**config.mk**
```make
export PLATFORM = sky130hd
export DESIGN_NAME = bist_response_analyzer_flat
export DESIGN_NICKNAME = d
export VERILOG_FILES = /design/src/rtl/bist_response_analyzer_if.sv /design/src/rtl/bist_response_analyzer.sv /design/src/flat_wrapper.sv
export SDC_FILE = /design/constraint.sdc
export NUM_CORES = 1
export LEC_CHECK = 0
export BUFFER_PORTS_ARGS = -buffer_cell sky130_fd_sc_hd__buf_2
export CORE_MARGIN = 2
export CORE_UTILIZATION = 51
export CTS_CLUSTER_DIAMETER = 50
export CTS_CLUSTER_SIZE = 14
export DETAILED_ROUTE_END_ITERATION = 16
export PLACE_DENSITY = 0.74
export SETUP_SLACK_MARGIN = 0.05
export SLEW_MARGIN = 20
export SYNTH_ARGS = -nofsm -noshare
export SYNTH_HDL_FRONTEND = slang
export SYNTH_SLANG_ARGS = --single-unit
```
**constraint.sdc**
```tcl
create_clock -name clk -period 1.9 [get_ports clk]
set_input_delay 0.095 -clock clk [delete_from_list [all_inputs] [get_ports clk]]
set_output_delay 0.095 -clock clk [all_outputs]
set_load 0.02 [all_outputs]
```
**src/rtl/bist_response_analyzer_if.sv**
```systemverilog
// Bus between the march generator / SRAM read path and the BIST response analyzer.
//   Generator side (master): start, rd_stb, addr, exp_data, elem, rd_data, done_in
//   Analyzer side  (slave) : busy, done, pass, fail, fail_cnt, ff_addr, ff_elem, ff_syn
//   With BIST_FAIL_LOG_EN defined, adds the fail-log read port:
//     log_rd (master) and log_valid, log_data, log_ovf (slave).
interface bist_response_analyzer_if #(
   parameter int unsigned CNT_W = 10
);
   logic             start;
   logic             rd_stb;
   logic [7:0]       addr;
   logic [3:0]       exp_data;
   logic [2:0]       elem;
   logic [3:0]       rd_data;
   logic             done_in;
   logic             busy;
   logic             done;
   logic             pass;
   logic             fail;
   logic [CNT_W-1:0] fail_cnt;
   logic [7:0]       ff_addr;
   logic [2:0]       ff_elem;
   logic [3:0]       ff_syn;
`ifdef BIST_FAIL_LOG_EN
   logic             log_valid;
   logic             log_rd;
   logic [14:0]      log_data;
   logic             log_ovf;
`endif

   modport master (
`ifdef BIST_FAIL_LOG_EN
      output log_rd,
      input  log_valid, log_data, log_ovf,
`endif
      output start, rd_stb, addr, exp_data, elem, rd_data, done_in,
      input  busy, done, pass, fail, fail_cnt, ff_addr, ff_elem, ff_syn
   );

   modport slave (
`ifdef BIST_FAIL_LOG_EN
      input  log_rd,
      output log_valid, log_data, log_ovf,
`endif
      input  start, rd_stb, addr, exp_data, elem, rd_data, done_in,
      output busy, done, pass, fail, fail_cnt, ff_addr, ff_elem, ff_syn
   );
endinterface

```
**src/rtl/bist_response_analyzer.sv**
```systemverilog
// Response analyzer for the 256x4b SRAM march BIST. Aligns each accepted read
// strobe with the SRAM data RD_LAT cycles later, compares, counts mismatches
// (saturating), captures the first failing address/element/syndrome and reports
// a sticky pass/fail verdict once the generator signals completion.
// Ports:
//   clk  - clock, rising edge
//   rst  - asynchronous active-high reset
//   bus  - bist_response_analyzer_if.slave (strobe/address/expected/element in,
//          SRAM read data in, verdict and first-fail capture out)
// Optional feature macro: BIST_FAIL_LOG_EN adds a LOG_DEPTH-entry fail-log FIFO
// ({elem, addr, syn} per entry) with pop port and sticky overflow flag.
module bist_response_analyzer #(
   parameter int unsigned RD_LAT    = 1,
   parameter int unsigned CNT_W     = 10,
   parameter int unsigned LOG_DEPTH = 8
) (
   input logic                     clk,
   input logic                     rst,
   bist_response_analyzer_if.slave bus
);
   localparam int unsigned DRN_W = 3;

   typedef enum logic [1:0] {S_IDLE, S_RUN, S_DRAIN, S_DONE} state_t;

   // Read tag that travels alongside the SRAM access.
   typedef struct packed {
      logic       vld;
      logic [2:0] elem;
      logic [7:0] addr;
      logic [3:0] exp;
   } tag_t;

   // Elaboration-time parameter sanity.
   if (RD_LAT > 4) begin : g_bad_lat
      $error("bist_response_analyzer: RD_LAT must be 0..4");
   end
   if (LOG_DEPTH < 2 || (LOG_DEPTH & (LOG_DEPTH - 1)) != 0) begin : g_bad_depth
      $error("bist_response_analyzer: LOG_DEPTH must be a power of two >= 2");
   end

   state_t           state, state_nxt;
   logic [DRN_W-1:0] drn_cnt;
   logic             drn_last;
   logic             busy_q, done_q, pass_q;
   logic             busy_nxt, done_nxt, pass_nxt;
   tag_t             tag_in, tag_cmp;
   logic [3:0]       syn;
   logic             mismatch;
   logic             fail_q, fail_nxt;
   logic [CNT_W-1:0] fail_cnt_q;
   logic [7:0]       ff_addr_q;
   logic [2:0]       ff_elem_q;
   logic [3:0]       ff_syn_q;

   // FSM state register; verdict flags are registered from next-state decode.
   always_ff @(posedge clk or posedge rst) begin
      if (rst) begin
         state  <= S_IDLE;
         busy_q <= 1'b0;
         done_q <= 1'b0;
         pass_q <= 1'b0;
      end else begin
         state  <= state_nxt;
         busy_q <= busy_nxt;
         done_q <= done_nxt;
         pass_q <= pass_nxt;
      end
   end

   // Next-state logic; start overrides everything, including done_in.
   always_comb begin
      state_nxt = state;
      if (bus.start) begin
         state_nxt = S_RUN;
      end else begin
         case (state)
            S_RUN:   if (bus.done_in) state_nxt = S_DRAIN;
            S_DRAIN: if (drn_last)    state_nxt = S_DONE;
            default: ;
         endcase
      end
   end

   // Output decode for the cycle after this edge.
   always_comb begin
      busy_nxt = 1'b0;
      done_nxt = 1'b0;
      pass_nxt = 1'b0;
      case (state_nxt)
         S_RUN, S_DRAIN: busy_nxt = 1'b1;
         S_DONE: begin
            done_nxt = 1'b1;
            pass_nxt = !fail_nxt;
         end
         default: ;
      endcase
   end

   // DRAIN lasts RD_LAT+1 cycles so every in-flight compare lands first.
   always_ff @(posedge clk or posedge rst) begin
      if (rst)                  drn_cnt <= '0;
      else if (state != S_DRAIN) drn_cnt <= '0;
      else                      drn_cnt <= drn_cnt + DRN_W'(1);
   end
   assign drn_last = (drn_cnt == DRN_W'(RD_LAT));

   // Strobes count only in RUN; the start cycle itself is not a test read.
   always_comb begin
      tag_in      = '0;
      tag_in.vld  = bus.rd_stb && (state == S_RUN) && !bus.start;
      tag_in.elem = bus.elem;
      tag_in.addr = bus.addr;
      tag_in.exp  = bus.exp_data;
   end

   // Tag delay line matching the SRAM read latency.
   if (RD_LAT == 0) begin : g_nolat
      assign tag_cmp = tag_in;
   end else begin : g_lat
      tag_t pipe_q [RD_LAT];
      always_ff @(posedge clk or posedge rst) begin
         if (rst) begin
            for (int i = 0; i < int'(RD_LAT); i++) pipe_q[i] <= '0;
         end else begin
            pipe_q[0] <= tag_in;
            for (int i = 1; i < int'(RD_LAT); i++) pipe_q[i] <= bus.start ? '0 : pipe_q[i-1];
         end
      end
      assign tag_cmp = pipe_q[RD_LAT-1];
   end

   assign syn      = bus.rd_data ^ tag_cmp.exp;
   assign mismatch = tag_cmp.vld && (syn != 4'b0000);
   assign fail_nxt = !bus.start && (fail_q || mismatch);

   // Mismatch count and first-fail capture.
   always_ff @(posedge clk or posedge rst) begin
      if (rst) begin
         fail_q     <= 1'b0;
         fail_cnt_q <= '0;
         ff_addr_q  <= '0;
         ff_elem_q  <= '0;
         ff_syn_q   <= '0;
      end else if (bus.start) begin
         fail_q     <= 1'b0;
         fail_cnt_q <= '0;
         ff_addr_q  <= '0;
         ff_elem_q  <= '0;
         ff_syn_q   <= '0;
      end else if (mismatch) begin
         if (fail_cnt_q != '1) fail_cnt_q <= fail_cnt_q + CNT_W'(1);
         if (!fail_q) begin
            fail_q    <= 1'b1;
            ff_addr_q <= tag_cmp.addr;
            ff_elem_q <= tag_cmp.elem;
            ff_syn_q  <= syn;
         end
      end
   end

   assign bus.busy     = busy_q;
   assign bus.done     = done_q;
   assign bus.pass     = pass_q;
   assign bus.fail     = fail_q;
   assign bus.fail_cnt = fail_cnt_q;
   assign bus.ff_addr  = ff_addr_q;
   assign bus.ff_elem  = ff_elem_q;
   assign bus.ff_syn   = ff_syn_q;

`ifdef BIST_FAIL_LOG_EN
   localparam int unsigned PTR_W  = $clog2(LOG_DEPTH);
   localparam int unsigned LCNT_W = PTR_W + 1;
   localparam int unsigned ENT_W  = 15;

   logic [ENT_W-1:0]  log_mem [LOG_DEPTH];
   logic [PTR_W-1:0]  wr_ptr, rd_ptr;
   logic [LCNT_W-1:0] log_cnt;
   logic              log_ovf_q, log_vld, log_full, log_push, log_pop, log_wr;

   assign log_vld  = (log_cnt != '0);
   assign log_full = (log_cnt == LCNT_W'(LOG_DEPTH));
   assign log_pop  = bus.log_rd && log_vld;
   assign log_push = mismatch && !bus.start;
   // When full, a push only lands if the head leaves in the same cycle.
   assign log_wr   = log_push && (!log_full || log_pop);

   // Fail-log pointers, occupancy and sticky overflow.
   always_ff @(posedge clk or posedge rst) begin
      if (rst) begin
         wr_ptr    <= '0;
         rd_ptr    <= '0;
         log_cnt   <= '0;
         log_ovf_q <= 1'b0;
      end else if (bus.start) begin
         wr_ptr    <= '0;
         rd_ptr    <= '0;
         log_cnt   <= '0;
         log_ovf_q <= 1'b0;
      end else begin
         if (log_wr)             wr_ptr    <= wr_ptr + PTR_W'(1);
         if (log_pop)            rd_ptr    <= rd_ptr + PTR_W'(1);
         if (log_push && !log_wr) log_ovf_q <= 1'b1;
         case ({log_wr, log_pop})
            2'b10:   log_cnt <= log_cnt + LCNT_W'(1);
            2'b01:   log_cnt <= log_cnt - LCNT_W'(1);
            default: ;
         endcase
      end
   end

   // Fail-log storage.
   always_ff @(posedge clk) begin
      if (log_wr) log_mem[wr_ptr] <= {tag_cmp.elem, tag_cmp.addr, syn};
   end

   assign bus.log_valid = log_vld;
   assign bus.log_data  = log_vld ? log_mem[rd_ptr] : '0;
   assign bus.log_ovf   = log_ovf_q;
`endif
endmodule

```
**src/flat_wrapper.sv**
```systemverilog
// flat-port wrapper written by rule: the top's interface ports become plain ports
module bist_response_analyzer_flat 
#(
   parameter int unsigned RD_LAT    = 1,
   parameter int unsigned CNT_W     = 10,
   parameter int unsigned LOG_DEPTH = 8
)
  (clk, rst, bus_start, bus_rd_stb, bus_addr, bus_exp_data, bus_elem, bus_rd_data, bus_done_in, bus_busy, bus_done, bus_pass, bus_fail, bus_fail_cnt, bus_ff_addr, bus_ff_elem, bus_ff_syn);
  bist_response_analyzer_if #(.CNT_W(CNT_W)) bus_i ();
  input logic clk;
  input logic rst;
  input wire logic [$bits(bus_i.start)-1:0] bus_start;
  input wire logic [$bits(bus_i.rd_stb)-1:0] bus_rd_stb;
  input wire logic [$bits(bus_i.addr)-1:0] bus_addr;
  input wire logic [$bits(bus_i.exp_data)-1:0] bus_exp_data;
  input wire logic [$bits(bus_i.elem)-1:0] bus_elem;
  input wire logic [$bits(bus_i.rd_data)-1:0] bus_rd_data;
  input wire logic [$bits(bus_i.done_in)-1:0] bus_done_in;
  output wire logic [$bits(bus_i.busy)-1:0] bus_busy;
  output wire logic [$bits(bus_i.done)-1:0] bus_done;
  output wire logic [$bits(bus_i.pass)-1:0] bus_pass;
  output wire logic [$bits(bus_i.fail)-1:0] bus_fail;
  output wire logic [$bits(bus_i.fail_cnt)-1:0] bus_fail_cnt;
  output wire logic [$bits(bus_i.ff_addr)-1:0] bus_ff_addr;
  output wire logic [$bits(bus_i.ff_elem)-1:0] bus_ff_elem;
  output wire logic [$bits(bus_i.ff_syn)-1:0] bus_ff_syn;
  assign bus_i.start = bus_start;
  assign bus_i.rd_stb = bus_rd_stb;
  assign bus_i.addr = bus_addr;
  assign bus_i.exp_data = bus_exp_data;
  assign bus_i.elem = bus_elem;
  assign bus_i.rd_data = bus_rd_data;
  assign bus_i.done_in = bus_done_in;
  assign bus_busy = bus_i.busy;
  assign bus_done = bus_i.done;
  assign bus_pass = bus_i.pass;
  assign bus_fail = bus_i.fail;
  assign bus_fail_cnt = bus_i.fail_cnt;
  assign bus_ff_addr = bus_i.ff_addr;
  assign bus_ff_elem = bus_i.ff_elem;
  assign bus_ff_syn = bus_i.ff_syn;
  bist_response_analyzer #(.RD_LAT(RD_LAT), .CNT_W(CNT_W), .LOG_DEPTH(LOG_DEPTH)) u_core (.clk(clk), .rst(rst), .bus(bus_i));
endmodule
```
==> qor.yml <==
outcome:
  status: "finished clean"
cells_and_area:
  regArea_um2: 1250
  num_antenna_cells: 0
  fin_area_um2: 2670
  layout.cells.most_common: "buf_2"
  multi_input_area_um2: 726
  nFillCells: 256
  drive_gt1_share_pct: 36.1
  synthToLayoutAreaGrowth_pct: 33.1
  finalNetCount: 260
  layout_common_cells: "buf_2, dfrtp_1, dlygate4sd3_1, a22o_1, a21oi_1"
detailed_routing:
  vias_per_cell: 5.33
  drc: 0
  vias: 1483
  first_pass_iters: 6
  wirelength_um: 4060
  drtIter0Drc: 64
  ant_nets: 0
  routedWlPerCell_um: 14.6
cts:
  cts_tree: "done"
  cts-root-buf: "clkbuf_8"
  h-tree-depth: 2
  clk_pin_slew_worst_paths_ps: 80
  clk_latency_ps: 300
  numCtsBuffers: 5
  cts_buffer_depth: 2
  clock_sinks: 50
sta:
  rsz0062_at_grt: "true"
  fmax_mhz: 565
  finalWorstPathRequiredPeriod_ps: 1770
  clock_skew_ps: 6.56
  final-hold-violation-count: 0
  finalCritPeriodShare_pct: 93.1
  timing_worst_slew_pin_value_ps: 468
  tns_ps: 0
  final_max_slew_viol_count: 0
  setup_violations: 0
  relSlewSlack_pct: 68.8
critical_path:
  worstSetupPathType: "flop to flop"
  critPathLaunchType: "flop"
  endpoint_kind: "flop"
  critPathRequiredTime_ps: 2090
  cp.arrival_ps: 1960
  crit_fanout: 9
pwr:
  pwr-share-seq_pct: 51.0
  ir_drop_mv: 0.768
  clkPwrFrac_pct: 25.3
  p_sw_share_pct: 29.7
  p_switching_uw: 723
  power_density_nw_per_um2: 913
  p_int_uw: 1710
  leakage_uw: 0.00134
  power_frac_comb_pct: 23.7
yosys:
  syn_area_um2: 2000
  syn_avg_cell_area_um2: 13.4
  synth_flop_cell: "dfrtp_1"
  yosysSeqAreaShare_pct: 62.5
  async_flop_share_pct: 100
  yosysWarnings: 0
  synth_nets: 181
  ys_types: 38
  synth_edf_count: 0
  synth_cells: 150
  ys_seq_elements: 50
die:
  core_region_area_um2: 3720
  die_w_um: 66.7
  ios: 53
  die_area_um2: 4440
  initial_core_util_pct: 53.9
  rows: 22
  die_h_um: 66.7
global_route:
  grt_pass1_vias: 1411
  grt_max_degree: 29
  grt_pass1_wl_um: 6550
  antenna_found_initial: 0
  gr-usage-all-layers_pct: 20.0
  grt_overflow: 0
placed_design:
  dpl.hpwl_um: 2850
  placed_cell_area_um2: 2340
  globalplace.congestion: 0.733
  port_buffers: 52
flow_run:
  cap_violations: 0
min_path:
  worstHoldPathType: "primary input to flop"
flip-flops by register name, indices dropped and copies added (netlist names):
name,flops
u_core.drn_cnt,3
u_core.bus.ff_elem,3
u_core.bus.ff_syn,4
u_core.g_lat.pipe_q,16
u_core.bus.fail,1
u_core.bus.ff_addr,8
u_core.bus.busy,1
u_core.state,2
u_core.bus.pass,1
u_core.bus.fail_cnt,10
u_core.bus.done,1
per-stage QoR:
step | power (uW) | hold WS, ps | instances | setup slack [ps] | utilization [%]
finish | 2440 | 22.6 | 278 | 132 | 71.8
floorplan | 1610 | 126 | 150 | 110 | -
global route | 2570 | 33.8 | 278 | 24.3 | 71.8
detailed placement | 1790 | 139 | 252 | 46.5 | 62.9
CTS | 2430 | 12.6 | 276 | 53.7 | 70.0
global placement | 1770 | 130 | 252 | 115 | 62.9
power by group through the flow:
stage | combinational [uW] | clock (uW) | sequential (uW)
4_1_cts | 557 | 633 | 1240
3_5_place_dp | 529 | 0 | 1260
3_3_place_gp | 513 | 0 | 1250
6_report | 577 | 615 | 1240
5_1_grt | 638 | 675 | 1250
2_1_floorplan | 266 | 0 | 1340
worst max-delay path: stages (launching register included):
cell and delay [ps]:
dfrtp_1 410, ha_1 230, nand4_1 170, nor3_4 420, nor4b_2 110, mux2_1 320
metal layers:
metal	global-route usage, %	part of all wire, %
met2	32.5	48
met1	25.9	45
met3	5.57	5.6
met5	0	0
met4	6.63	1.3
worst paths after layout:
path                                   startpoint                      end  slack (ps)  cells after the start
hold / removal                         bus_rd_stb  u_core.g_lat.pipe_q[15]          20                      3
max in group asynchronous                     rst  u_core.g_lat.pipe_q[11]         840                      4
hold reg to reg                 u_core.drn_cnt[0]        u_core.drn_cnt[0]         470                      1
setup reg to reg           u_core.bus.fail_cnt[1]   u_core.bus.fail_cnt[6]         130                      5
min in group asynchronous                     rst   u_core.bus.fail_cnt[4]         350                      3
setup / recovery           u_core.bus.fail_cnt[1]   u_core.bus.fail_cnt[6]         130                      5
Yosys cell counts (2+ instances only):
cell	instances	area [um^2]
dfrtp_1	50	1250
a22o_1	14	123
a21oi_1	8	40.0
inv_1	8	30.0
ha_1	7	87.6
nor2_1	6	22.5
nor2b_1	5	31.3
o21ai_1	4	20.0
o31ai_1	4	30.0
xor2_1	4	35.0
mux2_1	3	33.8
nand3_1	3	15.0
buf_6	2	22.5
clkbuf_1	2	7.51
nand2_1	2	7.51
nand4_1	2	12.5
nor4_1	2	12.5
or3_1	2	12.5
or3_2	2	15.0
or4_1	2	15.0
logic make-up (layout without fill, tap and decap cells):
kind of cell             count (synthesis)  in the layout  share of synthesized area (%)
AO/OA/AOI/OAI                           40             40                           15.6
AND/OR/NAND/NOR                         32             32                           9.93
adder cells (fa/ha/maj)                  7              7                           4.37
buffers and inverters                   13             93                           3.37
flip-flops                              50             50                           62.5
XOR/XNOR                                 5              5                           2.56
multiplexers                             3              3                           1.69
what timing repair did:
action / 4_1_cts / 5_1_grt
setup endpoints to repair: 1 / 19
endpoints found under the hold margin: 37 / 0
pin swaps: 0 / 3
resized for setup: 1 / 6
hold buffers: 16 / 0
buffers inserted: 0 / 3
layout make-up:
type                       instances  share of cell area (%)
tap                               48                    2.25
clock buffer                       6                    3.10
clock inverter                     2                   0.469
sequential                        50                    46.9
inverter                           8                    1.13
multi-input combinational         87                    27.2
timing repair buffer              77                    18.9
Power figures use the tool's default switching activity.
